$ cat config.mk
export PLATFORM = sky130hd
export DESIGN_NAME = alu_ctrl_seq
export DESIGN_NICKNAME = d
export VERILOG_FILES = /design/src/rtl/alu_ctrl_pkg.sv /design/src/rtl/alu_ctrl_decode.sv /design/src/rtl/alu_ctrl_seq.sv
export SDC_FILE = /design/constraint.sdc
export NUM_CORES = 1
export LEC_CHECK = 0
export ABC_AREA = 1
export BUFFER_PORTS_ARGS = -buffer_cell sky130_fd_sc_hd__buf_2
export CORE_UTILIZATION = 50
export DETAILED_ROUTE_END_ITERATION = 16
export PLACE_DENSITY = 0.74
export SYNTH_ARGS = -nofsm -noshare
export SYNTH_HDL_FRONTEND = slang
export SYNTH_SLANG_ARGS = --single-unit
$ cat constraint.sdc
create_clock -name clk -period 1.7 [get_ports clk]
set_clock_uncertainty 0.05 [all_clocks]
set_input_delay 0 -clock clk [delete_from_list [all_inputs] [get_ports clk]]
set_output_delay 0 -clock clk [all_outputs]
set_load 0.01 [all_outputs]
$ cat src/rtl/alu_ctrl_pkg.sv
// Shared definitions for the ALU control sequencer: ALU op codes, instruction
// opcodes, sequencer states and the decoded instruction classes.
package alu_ctrl_pkg;

  // ALU op codes driven on alu_op
  localparam logic [2:0] ALU_NOP = 3'd0;
  localparam logic [2:0] ALU_ADD = 3'd1;
  localparam logic [2:0] ALU_SUB = 3'd2;
  localparam logic [2:0] ALU_MUL = 3'd3;
  localparam logic [2:0] ALU_DIV = 3'd4;
  localparam logic [2:0] ALU_MOD = 3'd5;
  localparam logic [2:0] ALU_XOR = 3'd6;

  // Instruction opcodes (8-bit encoding space)
  localparam logic [7:0] OPC_NOP       = 8'h00;
  localparam logic [7:0] OPC_ALU_FIRST = 8'h01;
  localparam logic [7:0] OPC_ALU_LAST  = 8'h06;
  localparam logic [7:0] OPC_LOAD      = 8'h10;
  localparam logic [7:0] OPC_STORE     = 8'h11;
  localparam logic [7:0] OPC_JMPZ      = 8'h20;
  localparam logic [7:0] OPC_JMPNZ     = 8'h21;
  localparam logic [7:0] OPC_JMP       = 8'h22;
  localparam logic [7:0] OPC_HALT      = 8'hFF;

  // Sequencer states
  typedef enum logic [2:0] {
    IDLE,
    FETCH,
    DECODE,
    EXEC,
    WB,
    MEM,
    JUMP,
    HALT
  } state_e;

  // Instruction classes produced by the decoder
  typedef enum logic [3:0] {
    CLS_NOP,
    CLS_ALU,
    CLS_LOAD,
    CLS_STORE,
    CLS_JMPZ,
    CLS_JMPNZ,
    CLS_JMP,
    CLS_HALT,
    CLS_ILLEGAL
  } op_class_e;

  // Branch resolution for the jump classes against the registered z flag
  function automatic logic jump_taken(input op_class_e cls, input logic zf);
    case (cls)
      CLS_JMPZ:  return zf;
      CLS_JMPNZ: return !zf;
      CLS_JMP:   return 1'b1;
      default:   return 1'b0;
    endcase
  endfunction

endpackage

$ cat src/rtl/alu_ctrl_decode.sv
// Combinational opcode decoder: classifies an opcode, extracts the ALU op for
// arithmetic instructions and flags opcodes outside the defined set.
module alu_ctrl_decode
  import alu_ctrl_pkg::*;
#(
  parameter int OPC_W = 8
) (
  input  logic [OPC_W-1:0] opcode_i,
  output op_class_e        class_o,
  output logic [2:0]       alu_op_o,
  output logic             is_legal_o
);

  // Classify the opcode; anything not matched stays illegal
  always_comb begin
    class_o    = CLS_ILLEGAL;
    alu_op_o   = ALU_NOP;
    is_legal_o = 1'b0;
    if (opcode_i >= OPC_W'(OPC_ALU_FIRST) && opcode_i <= OPC_W'(OPC_ALU_LAST)) begin
      class_o    = CLS_ALU;
      alu_op_o   = opcode_i[2:0];
      is_legal_o = 1'b1;
    end else begin
      case (opcode_i)
        OPC_W'(OPC_NOP): begin
          class_o    = CLS_NOP;
          is_legal_o = 1'b1;
        end
        OPC_W'(OPC_LOAD): begin
          class_o    = CLS_LOAD;
          is_legal_o = 1'b1;
        end
        OPC_W'(OPC_STORE): begin
          class_o    = CLS_STORE;
          is_legal_o = 1'b1;
        end
        OPC_W'(OPC_JMPZ): begin
          class_o    = CLS_JMPZ;
          is_legal_o = 1'b1;
        end
        OPC_W'(OPC_JMPNZ): begin
          class_o    = CLS_JMPNZ;
          is_legal_o = 1'b1;
        end
        OPC_W'(OPC_JMP): begin
          class_o    = CLS_JMP;
          is_legal_o = 1'b1;
        end
        OPC_W'(OPC_HALT): begin
          class_o    = CLS_HALT;
          is_legal_o = 1'b1;
        end
        default: begin
          class_o    = CLS_ILLEGAL;
          is_legal_o = 1'b0;
        end
      endcase
    end
  end

endmodule

$ cat src/rtl/alu_ctrl_seq.sv
// Per-core control sequencer: fetches an opcode over a ready-handshake memory
// port, decodes it and steps the datapath (ALU, accumulator, PC) through the
// required states, registering the ALU z flag and counting retired instructions.
// Optional: define ALU_CTRL_SEQ_ILLEGAL_TRAP_EN to halt on undefined opcodes and
// expose a sticky illegal_op output; otherwise undefined opcodes act as NOP.
module alu_ctrl_seq
  import alu_ctrl_pkg::*;
#(
  parameter int OPC_W = 8,
  parameter int CNT_W = 16
) (
  input  logic             clk,
  input  logic             reset,
  input  logic             start,
  input  logic [OPC_W-1:0] instr,
  input  logic             z,
  input  logic             mem_ready,
  output logic [2:0]       alu_op,
  output logic             mem_rd,
  output logic             mem_wr,
  output logic             mem_ifetch,
  output logic             ir_load,
  output logic             pc_inc,
  output logic             pc_load,
  output logic             ac_load,
  output logic             ac_src_mem,
  output logic             z_flag,
  output logic             busy,
  output logic             halted,
  output logic [CNT_W-1:0] retired
`ifdef ALU_CTRL_SEQ_ILLEGAL_TRAP_EN
  ,
  output logic             illegal_op
`endif
);

  state_e           state_q, state_d;
  op_class_e        cls_q, cls_d;
  logic [2:0]       alu_sel_q, alu_sel_d;
  logic             z_q, z_d;
  logic [CNT_W-1:0] retired_q, retired_d;
  logic             retire;

  op_class_e        dec_cls;
  logic [2:0]       dec_alu_op;
  logic             dec_legal;

`ifdef ALU_CTRL_SEQ_ILLEGAL_TRAP_EN
  logic             illegal_q, illegal_d;
`endif

  alu_ctrl_decode #(
    .OPC_W(OPC_W)
  ) u_decode (
    .opcode_i  (instr),
    .class_o   (dec_cls),
    .alu_op_o  (dec_alu_op),
    .is_legal_o(dec_legal)
  );

  // Next-state, datapath strobes and retire pulse from the registered state
  always_comb begin
    state_d    = state_q;
    cls_d      = cls_q;
    alu_sel_d  = alu_sel_q;
    z_d        = z_q;
    retire     = 1'b0;
`ifdef ALU_CTRL_SEQ_ILLEGAL_TRAP_EN
    illegal_d  = illegal_q;
`endif
    alu_op     = ALU_NOP;
    mem_rd     = 1'b0;
    mem_wr     = 1'b0;
    mem_ifetch = 1'b0;
    ir_load    = 1'b0;
    pc_inc     = 1'b0;
    pc_load    = 1'b0;
    ac_load    = 1'b0;
    ac_src_mem = 1'b0;

    case (state_q)
      IDLE: begin
        if (start) state_d = FETCH;
      end

      FETCH: begin
        mem_rd     = 1'b1;
        mem_ifetch = 1'b1;
        if (mem_ready) begin
          ir_load = 1'b1;
          pc_inc  = 1'b1;
          state_d = DECODE;
        end
      end

      // The decoded class and ALU op are captured here so the later states
      // depend only on registered values, not on instr staying stable.
      DECODE: begin
        cls_d     = dec_cls;
        alu_sel_d = dec_alu_op;
        if (!dec_legal) begin
`ifdef ALU_CTRL_SEQ_ILLEGAL_TRAP_EN
          state_d   = HALT;
          illegal_d = 1'b1;
`else
          state_d = FETCH;
          retire  = 1'b1;
`endif
        end else begin
          case (dec_cls)
            CLS_ALU:             state_d = EXEC;
            CLS_LOAD, CLS_STORE: state_d = MEM;
            CLS_JMPZ, CLS_JMPNZ, CLS_JMP: begin
              if (jump_taken(dec_cls, z_q)) begin
                state_d = JUMP;
              end else begin
                state_d = FETCH;
                retire  = 1'b1;
              end
            end
            CLS_HALT: begin
              state_d = HALT;
              retire  = 1'b1;
            end
            default: begin
              state_d = FETCH;
              retire  = 1'b1;
            end
          endcase
        end
      end

      EXEC: begin
        alu_op  = alu_sel_q;
        state_d = WB;
      end

      WB: begin
        ac_load = 1'b1;
        z_d     = z;
        retire  = 1'b1;
        state_d = FETCH;
      end

      MEM: begin
        if (cls_q == CLS_STORE) mem_wr = 1'b1;
        else                    mem_rd = 1'b1;
        if (mem_ready) begin
          if (cls_q == CLS_LOAD) begin
            ac_load    = 1'b1;
            ac_src_mem = 1'b1;
          end
          retire  = 1'b1;
          state_d = FETCH;
        end
      end

      JUMP: begin
        pc_load = 1'b1;
        retire  = 1'b1;
        state_d = FETCH;
      end

      HALT: begin
        state_d = HALT;
      end

      default: begin
        state_d = IDLE;
      end
    endcase

    retired_d = retire ? retired_q + CNT_W'(1) : retired_q;
  end

  // State, captured decode, z flag and retire counter registers
  always_ff @(posedge clk) begin
    if (reset) begin
      state_q   <= IDLE;
      cls_q     <= CLS_NOP;
      alu_sel_q <= ALU_NOP;
      z_q       <= 1'b0;
      retired_q <= '0;
`ifdef ALU_CTRL_SEQ_ILLEGAL_TRAP_EN
      illegal_q <= 1'b0;
`endif
    end else begin
      state_q   <= state_d;
      cls_q     <= cls_d;
      alu_sel_q <= alu_sel_d;
      z_q       <= z_d;
      retired_q <= retired_d;
`ifdef ALU_CTRL_SEQ_ILLEGAL_TRAP_EN
      illegal_q <= illegal_d;
`endif
    end
  end

  // Status outputs decoded from the registered state
  always_comb begin
    busy   = (state_q != IDLE) && (state_q != HALT);
    halted = (state_q == HALT);
  end

  assign z_flag  = z_q;
  assign retired = retired_q;
`ifdef ALU_CTRL_SEQ_ILLEGAL_TRAP_EN
  assign illegal_op = illegal_q;
`endif

endmodule
==> reports/qor.yml, run 1 <==
drt:
  vias_per_cell: 5.09
  drtIter0Drc: 113
  totalWireLength_um: 4550
  drc: 0
  wl_per_cell_um: 11.8
  vias: 1955
  antenna_left: 0
  drt_pass1_iterations: 4
global_route:
  grt_pass1_wl_um: 7790
  grt_pass1_vias: 1760
  antenna_found_initial: 0
  grt_max_degree: 17
  gr-usage-all-layers: 0.242
  overflow: 0
yosys:
  synth_cells: 288
  yosys_warnings: 0
  synth_edf_count: 0
  ys_ff_latch: 27
  yosysMostFrequentCell: "nand2_1"
  avgSynthCellArea_um2: 6.46
  yosys.area.top_type: "dfxtp_1"
  synth_cell_types: 30
  synth_flop_cell: "dfxtp_1"
  syn-num-nets: 302
  syn-cell-area_um2: 1860
  yosys-top-cells-area: "dfxtp_1, nand2_1, nand3_1"
  yosysSeqAreaShare: 0.290
  synth_top_area_frac: 0.290
  synth_common_cells: "nand2_1, inv_1, nor2_1, nand3_1, dfxtp_1"
  async_flop_share: 0
floorplan:
  die_h_um: 63.0
  dieArea_um2: 3970
  rows: 21
  initial_core_util: 0.541
  coreArea_um2: 3440
  die_w_um: 63.0
  io_pins: 43
power:
  p_per_area_nw_per_um2: 611
  power.share.switching: 0.322
  intPower_mw: 0.933
  p_sw_mw: 0.443
  leakage_nw: 1.03
  vdd_drop_max_mv: 0.394
  p_comb_frac: 0.226
  clockPowerShare: 0.276
  seqPwrFrac: 0.498
min_path:
  hold_end: "state_q[0]$_SDFFE_PP0P_"
  min_path_type: "input port to flip-flop"
  whs_path_depth: 4
  hold_start: "start"
place:
  gp_congestion: 0.896
  placed_cells: 376
  port_buffers: 42
  post-dp-hpwl_um: 3300
  dpl_worst_slack_ns: 0.155
run:
  maxCapViolations: 0
timing:
  slew_violations: 0
  fmax_ghz: 0.626
  worst-slew-pin-transition_ns: 0.402
  setup_violations: 0
  final_hold_viol_count: 0
  slew_headroom: 0.730
  fin_ws_ns: 0.102
  min_period_ns: 1.60
  fin_crit_sh: 0.940
  rsz0062_at_grt: "yes"
run_status:
  outcome: "finished, final reports clean"
worst_setup_path:
  reg2reg_to: "retired[13]$_SDFFE_PP0P_"
  crit_start: "instr[1]"
  crit_fanout: 8
  worst-r2r-setup-slack_ns: 0.16
  crit_arrival_ns: 1.77
  critPathSlowestCell: "dlygate4sd3_1"
  worstPathRequired_ns: 1.87
  slowest_delay_ns: 0.54
  worstSetupStartpointType: "input port"
  worstReg2RegStart: "state_q[0]$_SDFFE_PP0P_"
  rr_worst_depth: 8
  criticalPathCategory: "input port to flip-flop"
  critPathCaptureType: "flip-flop"
  critical_path.cell_chain: "dlygate4sd3_1 > buf_2 > nand2_1 > nor2_1 > nor2_1 > nand2_1 > nand2_2 > nor2_4 > nand2_4 > buf_6 > nand3_1 > a21oi_2"
clock_network:
  clk_latency_ns: 0.28
  cts_buffers: 3
  clkTransAtPathRegs_ns: 0.10
  postCtsSetupBuffers: 0
  cts_tree: "built"
  cts_max_level: 1
  root_buffer: "clkbuf_8"
  clkSinkCount: 27
  cts_buffer_depth: 2
cells_and_area:
  drive_above_1_share: 0.281
  fin_util: 0.654
  area_growth_pct: 20.9
  instances_no_fill: 384
  antennaDiodeCount: 0
  final_nets: 353
## stage by stage
step,setup TNS [ns],area (µm²),power [mW],hold slack [ns]
final,0,2250,1.38,0.0715
after CTS,0,2220,1.37,0.0740
after global routing,-0.0296,2250,1.45,0.0844
after detailed placement,0,2140,0.989,0.244
after global placement,0,2140,0.987,0.229
after floorplan,0,1860,0.914,0.0664
## cell usage in the layout (no fill, tap or decap)
cell type	instances
inv_2	6
nand4_1	5
nand2_1	53
dfxtp_2	1
dlygate4sd3_1	4
o31ai_1	2
a41oi_1	2
nor2_2	5
nand3_1	29
clkinv_2	1
buf_4	8
a211oi_1	1
nor2_1	34
nor3_4	1
nand3b_1	2
nand3_2	2
nor2_4	1
nand2_4	1
dfxtp_1	26
o21ai_0	12
xor2_1	7
nand2_8	1
a21oi_1	15
ha_1	1
buf_6	1
inv_1	36
clkbuf_8	3
nor3_1	10
nand2_2	11
xnor2_1	3
nor3_2	1
buf_2	42
nor4_1	1
a21oi_2	10
## repair_timing
item | 4_1_cts | 5_1_grt
hold endpoints to repair | 4 | 0
setup endpoints to repair | 0 | 18
gates resized for setup | 0 | 9
hold buffers | 4 | 0
## state kept, by name, indices dropped and copies added, names as in the netlist
name	flops
cls_q	4
alu_sel_q	3
retired	16
z_flag	1
state_q	3
## area by class of cell
cell class | count | area (µm²)
multi-input combinational | 210 | 1130
inverter | 42 | 158
timing repair buffer | 55 | 322
tap | 46 | 57.6
fill | 348 | 1190
clock inverter | 1 | 5.00
sequential | 27 | 542
clock buffer | 3 | 41.3
## layer usage
| layer | GRT usage | share of wire |
|---|---|---|
| met3 | 0.0219 | 0.047 |
| met2 | 0.379 | 0.43 |
| met5 | 0 | 0 |
| met4 | 0.0901 | 0.018 |
| met1 | 0.342 | 0.50 |
## power by group through the flow
| stage | sequential [mW] | combinational (mW) | clock (mW) |
|---|---|---|---|
| final | 0.685 | 0.311 | 0.380 |
| after global routing | 0.691 | 0.347 | 0.413 |
| after CTS | 0.685 | 0.299 | 0.383 |
| after detailed placement | 0.699 | 0.290 | 0 |
| after global placement | 0.699 | 0.288 | 0 |
| after floorplan | 0.694 | 0.220 | 0 |
## how the worst max path moves through the flow
| stage | to |
|---|---|
| detailed placement | retired[0]$_SDFFE_PP0P_ |
| CTS | retired[13]$_SDFFE_PP0P_ |
| finish | retired[13]$_SDFFE_PP0P_ |
| global placement | retired[0]$_SDFFE_PP0P_ |
| global route | retired[13]$_SDFFE_PP0P_ |
| floorplan | retired[12]$_SDFFE_PP0P_ |
## critical path, delay by kind of cell
kind	cells	cell delay (ns)
AOI/OAI and AO/OA	1	0.16
buffers and inverters	3	0.84
and+or+nand+nor	8	0.76
## kinds of logic (layout without fill, tap and decap cells)
group	after synthesis	in the layout	synth area share
buffers and inverters	51	101	0.118
and+or+nand+nor	157	157	0.397
xor gates and xnor gates	10	10	0.0470
DFF	27	27	0.290
adders and majority gates	1	1	0.00672
AOI/OAI and AO/OA	42	42	0.141
Note: power is estimated with default switching activity, not from simulation.
==> inputs of run 2 (changes only) <==
--- a/config.mk
+++ b/config.mk
@@ -6,10 +6,10 @@
 export NUM_CORES = 1
 export LEC_CHECK = 0
 export ABC_AREA = 1
-export BUFFER_PORTS_ARGS = -buffer_cell sky130_fd_sc_hd__buf_2
 export CORE_UTILIZATION = 50
 export DETAILED_ROUTE_END_ITERATION = 16
-export PLACE_DENSITY = 0.74
+export DONT_BUFFER_PORTS = 1
+export PLACE_DENSITY = 0.67
 export SYNTH_ARGS = -nofsm -noshare
 export SYNTH_HDL_FRONTEND = slang
 export SYNTH_SLANG_ARGS = --single-unit
==> constraint.sdc (replaced) <==
create_clock -name clk -period 1.3 [get_ports clk]
set_clock_uncertainty 0.05 [all_clocks]
set_input_delay 0 -clock clk [delete_from_list [all_inputs] [get_ports clk]]
set_output_delay 0 -clock clk [all_outputs]
set_load 0.01 [all_outputs]
==> run 2 against run 1 <==
The flow now finishes with violations (hold timing, setup timing). Sequential share of layout area shrank 5.6 points. Combinational power grew to 2.5 times the previous value. Cell count increased by 5.2%. Sequential cell count unchanged. Worst setup slack lost 0.42 ns. Die area unchanged. Total power rose by 60%. Non-clock buffer count rose by 19. Core utilization increased by 22 points. Critical path depth fell by 5. Register-to-register slack worse by 0.42 ns. Critical path type is now flip-flop to output port. Largest power group unchanged.
==> reports/qor.yml, run 2 (same netlist as run 1, synthesis figures left out) <==
drt:
  wl_met2_um: 3660  # +86%
  highest_layer: "met4"
  drt_pass1_iterations: 5  # +1
  antenna_left: 0  # unchanged
  vias: 2379  # +22%
  vias_per_cell: 5.89  # +16%
  drtIter0Drc: 195  # +73%
  met1Wirelength_um: 3080  # +35%
  wl_met3_um: 619  # +190%
  totalWireLength_um: 7760  # +71%
  wl_per_cell_um: 19.2  # +62%
  drc: 0  # unchanged
cells_and_area:
  final_nets: 373  # +5.7%
  stdcell_area_um2: 3020  # +34%
  nFillCells: 172  # -51%
  antennaDiodeCount: 0  # unchanged
  drive_above_1_share: 0.500  # +0.219
  mostFrequentLayoutCell: "buf_4"
  largest_reg_flops: 16  # unchanged
  area_growth_pct: 62.0
  mostFrequentLayoutCells: "buf_4, nand2_1, inv_1"
worst_setup_path:
  worstPathRequired_ns: 1.25  # -0.62 ns
  reg2reg_to: "retired[9]$_SDFFE_PP0P_"
  critPathCaptureType: "output port"
  crit_arrival_ns: 1.56  # -0.21 ns
  rr_worst_depth: 8  # unchanged
  criticalPathCategory: "flip-flop to output port"
  worstReg2RegStart: "retired[1]$_SDFFE_PP0P_"
  worst-r2r-setup-slack_ns: -0.26  # -0.42 ns
  crit_fanout: 3  # -5
  worstSetupStartpointType: "flip-flop"
timing:
  fin_ws_ns: -0.313  # -0.415 ns
  slew_headroom: 0.683  # -0.0476
  fmax_ghz: 0.620
  final_hold_viol_count: 15  # +15
  holdWs_ns: -0.297  # -0.369 ns
  setup_violations: 36  # +36
  min_period_ns: 1.61
  setup_tns_ns: -4.83  # -4.83 ns
  slew_violations: 0  # unchanged
  fin_crit_sh: 1.24
  rsz0062_at_grt: "yes"
  worst-slew-pin-transition_ns: 0.472  # +0.0706 ns
clock_network:
  cts_tree: "built"
  holdBufCountCts: 8  # +4
  cts_max_level: 1  # unchanged
  clk_latency_ns: 0.29  # about the same
  cts_buffers: 3  # unchanged
  cts_buffer_depth: 2  # unchanged
  root_buffer: "clkbuf_8"
  clkSinkCount: 27  # unchanged
  clkTransAtPathRegs_ns: 0.10  # about the same
min_path:
  min_path_type: "input port to flip-flop"
  hold_end: "retired[5]$_SDFFE_PP0P_"
  whs_path_depth: 1  # -3
  hold_start: "reset"
power:
  p_per_area_nw_per_um2: 729  # +19%
  leakage_nw: 1.27  # +24%
  vdd_drop_max_mv: 0.680  # +73%
global_route:
  gr-usage-all-layers: 0.320  # +0.0773
  overflow: 0  # unchanged
  grt_pass1_wl_um: 9970  # +28%
  grt_pass1_vias: 2152  # +22%
  grt_max_degree: 17  # unchanged
  antenna_found_initial: 0  # unchanged
floorplan:
  initial_core_util: 0.541  # unchanged
  dieArea_um2: 3970  # unchanged
  coreArea_um2: 3440  # unchanged
  die_w_um: 63.0  # unchanged
  io_pins: 43  # unchanged
  rows: 21  # unchanged
  die_h_um: 63.0  # unchanged
place:
  post-dp-hpwl_um: 3620  # +10%
  gp_congestion: 0.956  # +6.8%
  port_buffers: 0  # -100%
  placed_area_um2: 2300  # +7.7%
run_status:
  violations: "hold timing, setup timing"
  outcome: "finished, violations left"
run:
  maxCapViolations: 0  # unchanged
## run 2: cell count changes in the layout (fill, tap and decap cells not counted), sizes merged
cell and change:
buf +14, dlygate4sd3 +3, clkbuf +2, clkinv -1, dlymetal6s4s +1, nand2 +1
## run 2: critical path, cell delays in order, from the launching register on
cell and delay (ns):
dfxtp_4 0.40, inv_4 0.04, nor2_4 0.13, inv_2 0.08, nor2_4 0.19, inv_4 0.09
nor2_2 0.16, buf_4 0.18
## run 2: worst max path at each step
stage / startpoint / to / slack [ns] / cells after the start
floorplan: state_q[1]$_SDFFE_PP0P_ / retired[10]$_SDFFE_PP0P_ / -0.1 / 9
global placement: state_q[0]$_SDFFE_PP0P_ / retired[1]$_SDFFE_PP0P_ / -0.14 / 8
detailed placement: state_q[0]$_SDFFE_PP0P_ / retired[1]$_SDFFE_PP0P_ / -0.16 / 9
CTS: state_q[2]$_SDFFE_PP0P_ / retired[15]$_SDFFE_PP0P_ / -0.11 / 8
global route: retired[1]$_SDFFE_PP0P_ / retired[9]$_SDFFE_PP0P_ / -0.31 / 8
finish: state_q[0]$_SDFFE_PP0P_ / pc_inc / -0.31 / 7
## run 2: cell type report
class / count / area [µm²] / share of cell area
Sequential cell: 27 / 556 / 0.184
Clock buffer: 4 / 45.0 / 0.0149
Timing Repair Buffer: 74 / 672 / 0.223
Tap cell: 46 / 57.6 / 0.0191
Multi-Input combinational cell: 211 / 1520 / 0.503
Inverter: 42 / 168 / 0.0556
## run 2: routing by layer
metal,global-route usage,up-vias
met1,0.396,1100
li1,-,1078
met3,0.0657,40
met2,0.538,161
met5,0,-
met4,0.119,0
## run 2: power by group
group	switching (mW)	internal (mW)
Combinational	0.462	0.326
Sequential	0.0366	0.862
Clock	0.290	0.221
Total	0.789	1.41
## run 2: metrics by stage
step	util	hold WS [ns]	total power, mW	setup WS [ns]	cells
floorplan	-	0.0664	1.21	-0.0978	288
global placement	0.668	0.0164	1.33	-0.140	379
detailed placement	0.668	0.0163	1.34	-0.163	379
CTS	0.796	-0.288	2.00	-0.113	401
global route	0.876	-0.303	2.26	-0.309	404
finish	0.876	-0.297	2.20	-0.313	404
## run 2: timing repair
action                     in CTS  in global routing
setup endpoints to repair      28                 38
gates cloned                    1                  1
buffers inserted                9                  3
hold endpoints to repair       26                 15
gates resized for setup        63                 69
pin swaps                       8                 16
==> inputs of run 3 (changes only) <==
--- a/config.mk
+++ b/config.mk
@@ -6,6 +6,7 @@
 export NUM_CORES = 1
 export LEC_CHECK = 0
 export ABC_AREA = 1
+export CORE_ASPECT_RATIO = 1.75
 export CORE_UTILIZATION = 50
 export DETAILED_ROUTE_END_ITERATION = 16
 export DONT_BUFFER_PORTS = 1
==> run 3 against run 2 <==
The run still ends with hold timing, setup timing left. Sequential cell count stayed put. Highest routed layer unchanged. Total power fell by 3.5%. Via count down 0.59%. Fmax grew 8.9%. Non-clock buffer count increased by 16. Sequential power hardly changed. Largest power group unchanged. Critical endpoint is now retired[9]$_SDFFE_PP0P_. Cell area increased by 0.83%.
==> reports/qor.yml, run 3 (same netlist as run 1, synthesis figures left out) <==
global_route:
  gr-usage-all-layers: 0.299  # -0.0202
  grt_pass1_vias: 2074  # -3.6%
  antenna_found_initial: 0  # unchanged
  grt_pass1_wl_um: 8510  # -15%
  overflow: 0  # unchanged
  grt_max_degree: 17  # unchanged
clock_network:
  clkSinkCount: 27  # unchanged
  clk_latency_ns: 0.28  # about the same
  cts_buffer_depth: 2  # unchanged
  clkTransAtPathRegs_ns: 0.09  # about the same
  cts_max_level: 1  # unchanged
  root_buffer: "clkbuf_8"
  cts_buffers: 3  # unchanged
  cts_tree: "built"
  holdBufCountCts: 10  # +2
timing:
  holdWs_ns: -0.286  # +0.0114 ns
  fin_crit_sh: 1.14  # -0.102
  min_period_ns: 1.48  # -0.132 ns
  rsz0062_at_grt: "yes"
  setup_tns_ns: -3.05  # +1.78 ns
  worst-slew-pin-transition_ns: 0.381  # -0.0911 ns
  setup_violations: 28  # -22%
  slew_headroom: 0.744  # +0.0613
  slew_violations: 0  # unchanged
  final_hold_viol_count: 15  # unchanged
  fin_ws_ns: -0.181  # +0.132 ns
  fmax_ghz: 0.675  # +8.9%
worst_setup_path:
  critPathSlowestCell: "dfxtp_4"
  worstReg2RegStart: "state_q[0]$_SDFFE_PP0P_"
  cp_top_family: "simple AND/OR/NAND/NOR gates"
  critical_path.cell_chain: "nor3_4 > inv_2 > nor2_4 > nand2_4 > buf_12 > nand3_1 > a21oi_2"
  worstSetupStartpointType: "flip-flop"
  worst-r2r-setup-slack_ns: -0.18  # +0.08 ns
  critPathCaptureType: "flip-flop"
  crit_fanout: 7  # +4
  crit_arrival_ns: 1.62  # +0.06 ns
  crit_buf_inv: 2  # -2
  criticalPathCategory: "flip-flop to flip-flop"
  worstPathRequired_ns: 1.43  # +0.18 ns
  slowest_delay_ns: 0.38  # -0.02 ns
  rr_worst_depth: 7  # -1
  reg2reg_to: "retired[9]$_SDFFE_PP0P_"
cells_and_area:
  seqCellArea_um2: 569  # +2.5%
  instances_no_fill: 420  # +4.0%
  final_nets: 389  # +4.3%
  nFillCells: 209  # +22%
  multi_input_area_um2: 1420  # -6.7%
  stdcell_area_um2: 3040  # +0.83%
  mostFrequentLayoutCells: "buf_4, nand2_1, inv_1"
  fin_util: 0.846  # -0.0296
  area_growth_pct: 63.3
  mostFrequentLayoutCell: "buf_4"
  drive_above_1_share: 0.479  # -0.0214
  antennaDiodeCount: 0  # unchanged
  largest_reg_flops: 16  # unchanged
floorplan:
  rows: 29  # +38%
  die_w_um: 48.1  # -24%
  io_pins: 43  # unchanged
  initial_core_util: 0.518  # -0.0226
  die_h_um: 82.7  # +31%
  dieArea_um2: 3980  # +0.24%
  coreArea_um2: 3590  # +4.4%
min_path:
  hold_start: "reset"
  hold_end: "retired[14]$_SDFFE_PP0P_"
  whs_path_depth: 1  # unchanged
  min_path_type: "input port to flip-flop"
power:
  p_per_area_nw_per_um2: 697  # -4.3%
  leakage_nw: 1.33  # +5.0%
  fin_total_pwr_mw: 2.12  # -3.5%
  vdd_drop_max_mv: 0.741  # +9.0%
drt:
  totalWireLength_um: 7080  # -8.7%
  drt_pass1_iterations: 4  # -1
  wl_per_cell_um: 16.9  # -12%
  vias: 2365  # -0.59%
  drtIter0Drc: 80  # -59%
  drc: 0  # unchanged
  antenna_left: 0  # unchanged
  vias_per_cell: 5.63  # -4.4%
place:
  placed_area_um2: 2370  # +3.0%
  gp_congestion: 0.830  # -13%
  port_buffers: 0  # unchanged
  dpl_worst_slack_ns: -0.150  # +0.0125 ns
  post-dp-hpwl_um: 4070  # +12%
  placed_cells: 390  # +2.9%
run_status:
  outcome: "finished, violations left"
  violations: "hold timing, setup timing"
run:
  maxCapViolations: 0  # unchanged
-- run 3: cell count changes in the layout (fill, tap and decap cells not counted), moves of 3 or more --
cell           before  now
buf_8               4    0
nand3_2            14    6
dfxtp_4             2    6
o21ai_1             7    2
o21ai_0             2    9
nor2_1             21   25
buf_4              51   66
nand3_1            14   23
dfxtp_1            19   16
dlygate4sd3_1       7   10
-- run 3: cell type report --
type / instances / area share
sequential: 27 / 0.187
tap: 46 / 0.0189
timing repair buffer: 90 / 0.258
clock buffer: 4 / 0.0148
multi-input combinational: 211 / 0.466
inverter: 42 / 0.0551
-- run 3: where the power goes --
| group | total (mW) | internal, mW | switching (mW) |
|---|---|---|---|
| Sequential | 0.900 | 0.856 | 0.0443 |
| Combinational | 0.717 | 0.320 | 0.397 |
| Clock | 0.502 | 0.221 | 0.282 |
| Total | 2.12 | 1.40 | 0.723 |
-- run 3: per-layer routing --
layer	GRT usage	routed length, µm	up-vias
met3	0.0304	350	46
met1	0.272	2330	1101
li1	-	-	1106
met2	0.591	3980	112
met5	0	0	-
met4	0.153	416	0
-- run 3: repair_timing --
action / in CTS / in global routing
endpoints found under the setup margin: 30 / 34
setup buffers: 8 / 5
endpoints found under the hold margin: 27 / 15
pin swaps: 5 / 21
cloned: 1 / 2
gates resized for setup: 46 / 61
-- run 3: worst max-delay path by stage --
stage / slack [ns] / cells past startpoint / end / from
global placement: -0.14 / 9 / retired[0]$_SDFFE_PP0P_ / state_q[0]$_SDFFE_PP0P_
floorplan: -0.1 / 9 / retired[10]$_SDFFE_PP0P_ / state_q[1]$_SDFFE_PP0P_
finish: -0.18 / 7 / retired[9]$_SDFFE_PP0P_ / state_q[0]$_SDFFE_PP0P_
CTS: -0.12 / 7 / ac_load / state_q[0]$_SDFFE_PP0P_
global route: -0.29 / 8 / retired[9]$_SDFFE_PP0P_ / state_q[1]$_SDFFE_PP0P_
detailed placement: -0.15 / 8 / retired[2]$_SDFFE_PP0P_ / state_q[0]$_SDFFE_PP0P_
